[src/rtl/serial_parity_checker_4bit.sv]
// serial_parity_checker_4bit: deserialises start/data/parity/stop frames and checks parity into a one-entry output buffer
module serial_parity_checker_4bit #(
  parameter int DATA_W = 4,
  parameter int CNT_W  = 8
) (
  input  logic              clk,
  input  logic              rst,
  input  logic              parity_mode,
  input  logic              rx_valid,
  input  logic              rx_bit,
  output logic [DATA_W-1:0] data_out,
  output logic              parity_err,
  output logic              out_valid,
  input  logic              out_ready,
  output logic              overrun,
  output logic [CNT_W-1:0]  par_err_cnt,
  output logic [CNT_W-1:0]  frm_err_cnt
);
  localparam int BW = DATA_W > 1 ? $clog2(DATA_W) : 1;
  typedef enum logic [1:0] {IDLE, DATA, PARITY, STOP} state_t;
  state_t state, state_nx;
  logic [DATA_W-1:0] sr;
  logic [BW-1:0] bit_cnt;
  logic mode_l, rx_par, perr, free, stop_ok, stop_bad;
  assign perr     = rx_par != (mode_l ? ~^sr : ^sr);
  assign free     = !out_valid || out_ready;
  assign stop_ok  = rx_valid && state == STOP && rx_bit;
  assign stop_bad = rx_valid && state == STOP && !rx_bit;
  always_comb begin
    state_nx = state;
    if (rx_valid)
      case (state)
        IDLE:    state_nx = rx_bit ? IDLE : DATA;
        DATA:    state_nx = bit_cnt == BW'(DATA_W - 1) ? PARITY : DATA;
        PARITY:  state_nx = STOP;
        default: state_nx = IDLE;
      endcase
  end
  always_ff @(posedge clk) state <= rst ? IDLE : state_nx;
  always_ff @(posedge clk) begin
    if (rst) begin
      sr          <= '0;
      bit_cnt     <= '0;
      mode_l      <= 1'b0;
      rx_par      <= 1'b0;
      data_out    <= '0;
      parity_err  <= 1'b0;
      out_valid   <= 1'b0;
      overrun     <= 1'b0;
      par_err_cnt <= '0;
      frm_err_cnt <= '0;
    end else begin
      if (rx_valid && state == IDLE && !rx_bit) begin
        sr      <= '0;
        bit_cnt <= '0;
        mode_l  <= parity_mode;
      end
      if (rx_valid && state == DATA) begin
        sr      <= {sr[DATA_W-2:0], rx_bit};
        bit_cnt <= bit_cnt + 1'b1;
      end
      if (rx_valid && state == PARITY) rx_par <= rx_bit;
      // a same-cycle accept frees the buffer for the incoming word
      if (stop_ok && free) begin
        data_out   <= sr;
        parity_err <= perr;
        out_valid  <= 1'b1;
      end else if (out_ready) out_valid <= 1'b0;
      if (stop_ok && !free) overrun <= 1'b1;
      if (stop_ok && free && perr && par_err_cnt != '1) par_err_cnt <= par_err_cnt + 1'b1;
      if (stop_bad && frm_err_cnt != '1) frm_err_cnt <= frm_err_cnt + 1'b1;
    end
  end
endmodule

[config.mk]
export PLATFORM = sky130hd
export DESIGN_NAME = serial_parity_checker_4bit
export DESIGN_NICKNAME = d
export VERILOG_FILES = /design/src/rtl/serial_parity_checker_4bit.sv
export SDC_FILE = /design/constraint.sdc
export NUM_CORES = 1
export LEC_CHECK = 0
export ABC_AREA = 1
export ABC_CLOCK_PERIOD_IN_PS = 3800
export BUFFER_PORTS_ARGS = -buffer_cell sky130_fd_sc_hd__buf_2
export CAP_MARGIN = 30
export CORE_AREA = 10 10 65 67
export CTS_CLUSTER_DIAMETER = 150
export DETAILED_ROUTE_END_ITERATION = 8
export DIE_AREA = 0 0 75 77
export GPL_ROUTABILITY_DRIVEN = 1
export PLACE_DENSITY = 0.77
export SYNTH_ARGS = -nofsm -noshare
export SYNTH_HDL_FRONTEND = slang
export SYNTH_SLANG_ARGS = --single-unit
export TNS_END_PERCENT = 30
[constraint.sdc]
create_clock -name clk -period 3.8 [get_ports clk]
set_clock_uncertainty 0.05 [all_clocks]
set_input_delay 0.38 -clock clk [delete_from_list [all_inputs] [get_ports clk]]
set_output_delay 0.38 -clock clk [all_outputs]
set_load 0.05 [all_outputs]
==> run metrics <==
status completed; Yosys warnings 0; post-route cell area 1838 um2; Total Routing Usage GR 12.10%; Port Buffer Count 28; setup tns final 0 ns; area of the die approximately 5800 um2; flop-to-flop setup slack about 2.1 ns; Initial Util 53.66%; Num CTS Buffers 5; via count 1507; worst vdd ir 0.0002250 V; Yosys cell types 25; CTS root buf clkbuf_4; number of remaining DRC errors 0; RSZ-0062 raised after global routing no; reg2reg start par_err_cnt[0]$_SDFFE_PP0P_; Placed Cells around 280; Setup Fix Bufs, Post-CTS 0; CTS tree built; worst path required time 4.03 ns; CTS max path bufs 2; core area between 2000 and 3000 um2; Via density 5.215; DR iter-0 viols 81; Post-DRT Antenna Nets 0; hold path startpoint parity_mode; crit path kind reg2reg; CP Max Fanout 8; R2R cell count 7; initial antenna violation count 0; Fin. Hold Viols 0; Lkg Pwr between 0.8 and 0.9 nW; post-CTS resize count 0; Area growth syn-to-layout 15.04%; Hold Crit Class in2reg; max cap viols 0; hold endpoint mode_l$_SDFFE_PP0P_; type of origin of the critical path register; Rel. slew slack between 60% and 70%; global placer's final weighted congestion ~0.84; Fmax achieved slightly below 600 MHz; CTS Sinks 33; Period minus WS final around 1.7 ns; mapped cell area 1598 um2; n_diodes 0; Slew @ Worst Pin 0.5271 ns; Post-CTS Hold Buffers 0; sequential-to-total area share from yosys stat around 41%; #FFs+latches synth 33; IO Pins 29; crit share post-route 44.47%; CTS clk-pin slew, worst paths approximately 0.1 ns; row cnt 20; Pwr Density 333.1 nW/um2; global route overflow 0; crit end category register; Die H about 77 um; hold path depth 3; largest net degree at the start of global routing 19; Routed WL ~3400 um; slowest stage delay, CP roughly 0.4 ns; HPWL after detailed placement roughly 2500 um; layout cell share with drive strength beyond 1 16.80%; fin nets ~260; slowest stage cell, crit path dfxtp_1; total iterations of the first detailed-routing run 5; CTS H-tree depth 2; die width around 75 um; endpoints failing setup 0; CP Cell Sequence ha_1 > nand2_1 > inv_1 > nand4_1 > nand4_2 > o21ai_0 > nor2_1; WL/cell between 10 and 15 um; crit path DAT roughly 1.9 ns; max-slew violations 0; syn avg cell area about 7.2 um2; first-pass GRT wire length between 5000 and 6000 um; Syn Inst Count 223; Post-Syn Nets 232; DP Area ~1800 um2; vias in the first global route between 1000 and 1500; FF-to-FF End par_err_cnt[0]$_SDFFE_PP0P_; Clk Latency, worst-skew pair roughly 0.34 ns; Post-Layout Cell Count about 290
## cell usage after synthesis
cell	instances	area share [%]
nand2_1	52	12
and3_1	1	0.39
a21oi_1	29	9.1
ha_1	3	2.3
xor2_1	5	2.7
o211ai_1	1	0.47
nand4_4	1	1.3
nor2_1	16	3.8
nor3_1	1	0.31
xnor2_1	1	0.55
nand2_2	1	0.39
o21ai_0	18	5.6
o21bai_1	1	0.47
nor3_2	1	0.63
nand4_2	1	0.78
clkbuf_1	3	0.70
nand4_1	3	1.2
dfxtp_1	33	41
nand3_1	20	6.3
inv_1	27	6.3
nor2_4	1	0.70
nor2_8	1	1.3
o311ai_0	1	0.55
o21ai_1	1	0.31
inv_2	1	0.23
## layout make-up
cell class	instances	area, um2
flip-flops and latches	33	660.6
well taps	33	41.29
repair buffers	28	140.1
fillers	289	1140
clock inverters	1	5.005
clock buffers	7	65.06
multi-input cells	159	820.8
inverters	28	105.1
## per-stage QoR
step | total power (W) | util, % | setup WS, ns | hold slack, ns
2_1_floorplan | 0.0003800 | - | 1.899 | 0.3826
3_3_place_gp | 0.0003887 | 59.37 | 2.206 | 0.4069
3_5_place_dp | 0.0003891 | 59.37 | 2.116 | 0.4062
4_1_cts | 0.0006193 | 61.72 | 2.096 | 0.2583
5_1_grt | 0.0006366 | 61.72 | 1.876 | 0.2910
6_report | 0.0006123 | 61.72 | 2.110 | 0.2710
## layout by cell type, fill, tap and decap left out
cell      instances
nand2_1          52
dfxtp_1          33
a21oi_1          29
buf_2            28
inv_1            27
nand3_1          20
o21ai_0          18
nor2_1           16
xor2_1            5
clkbuf_4          5
nand4_1           3
ha_1              3
clkbuf_8          2
inv_2             1
o21bai_1          1
and3_1            1
nor3_1            1
nor3_2            1
nand4_4           1
nor2_8            1
nand2_2           1
nor2_4            1
nand4_2           1
xnor2_1           1
o311ai_0          1
o211ai_1          1
o21ai_1           1
clkinv_2          1
## critical path: cells and delay by family (launching register included)
family | cells | cell delay, ns
flops | 1 | 0.40
simple gates | 4 | 0.80
buf+inv | 1 | 0.08
compound gates | 1 | 0.10
fa+ha+maj | 1 | 0.21
## kinds of logic (layout without fill, tap and decap cells)
group,Yosys count,in the layout,share of synthesized area (%)
AND/OR/NAND/NOR,99,99,29.21
AO/OA/AOI/OAI,51,51,16.52
flip-flops,33,33,41.35
buffers and inverters,31,64,7.283
XOR/XNOR,6,6,3.289
adder cells (fa/ha/maj),3,3,2.350
## report_power, final
group,switching (W),internal (W)
clock network,0.000124,0.000107
registers,0.00000289,0.000349
logic,0.0000206,0.00000903
## routing by layer
metal  part of all wire [%]  up-vias  track usage (%)
met5                      0        -                0
met3                    4.3        5            5.019
li1                       -      797                -
met4                    1.8        0            4.545
met1                     48      676            14.25
met2                     46       29            18.80
## registers in the layout, indices dropped and copies added (netlist names)
register and cells:
overrun 1, parity_err 1, out_valid 1, rx_par 1, data_out 4, frm_err_cnt 8, bit_cnt 2, sr 4
mode_l 1, state 2, par_err_cnt 8
## how the worst max path moves through the flow
| stage | depth (start not counted) | end | slack, ns | startpoint |
|---|---|---|---|---|
| floorplan | 7 | par_err_cnt[2]$_SDFFE_PP0P_ | 1.90 | par_err_cnt[0]$_SDFFE_PP0P_ |
| global placement | 7 | par_err_cnt[0]$_SDFFE_PP0P_ | 2.21 | par_err_cnt[0]$_SDFFE_PP0P_ |
| detailed placement | 7 | par_err_cnt[1]$_SDFFE_PP0P_ | 2.12 | par_err_cnt[0]$_SDFFE_PP0P_ |
| CTS | 7 | par_err_cnt[1]$_SDFFE_PP0P_ | 2.10 | par_err_cnt[0]$_SDFFE_PP0P_ |
| global route | 7 | par_err_cnt[5]$_SDFFE_PP0P_ | 1.88 | par_err_cnt[0]$_SDFFE_PP0P_ |
| finish | 7 | par_err_cnt[0]$_SDFFE_PP0P_ | 2.11 | par_err_cnt[0]$_SDFFE_PP0P_ |
Note: power is estimated with default switching activity, not from simulation.
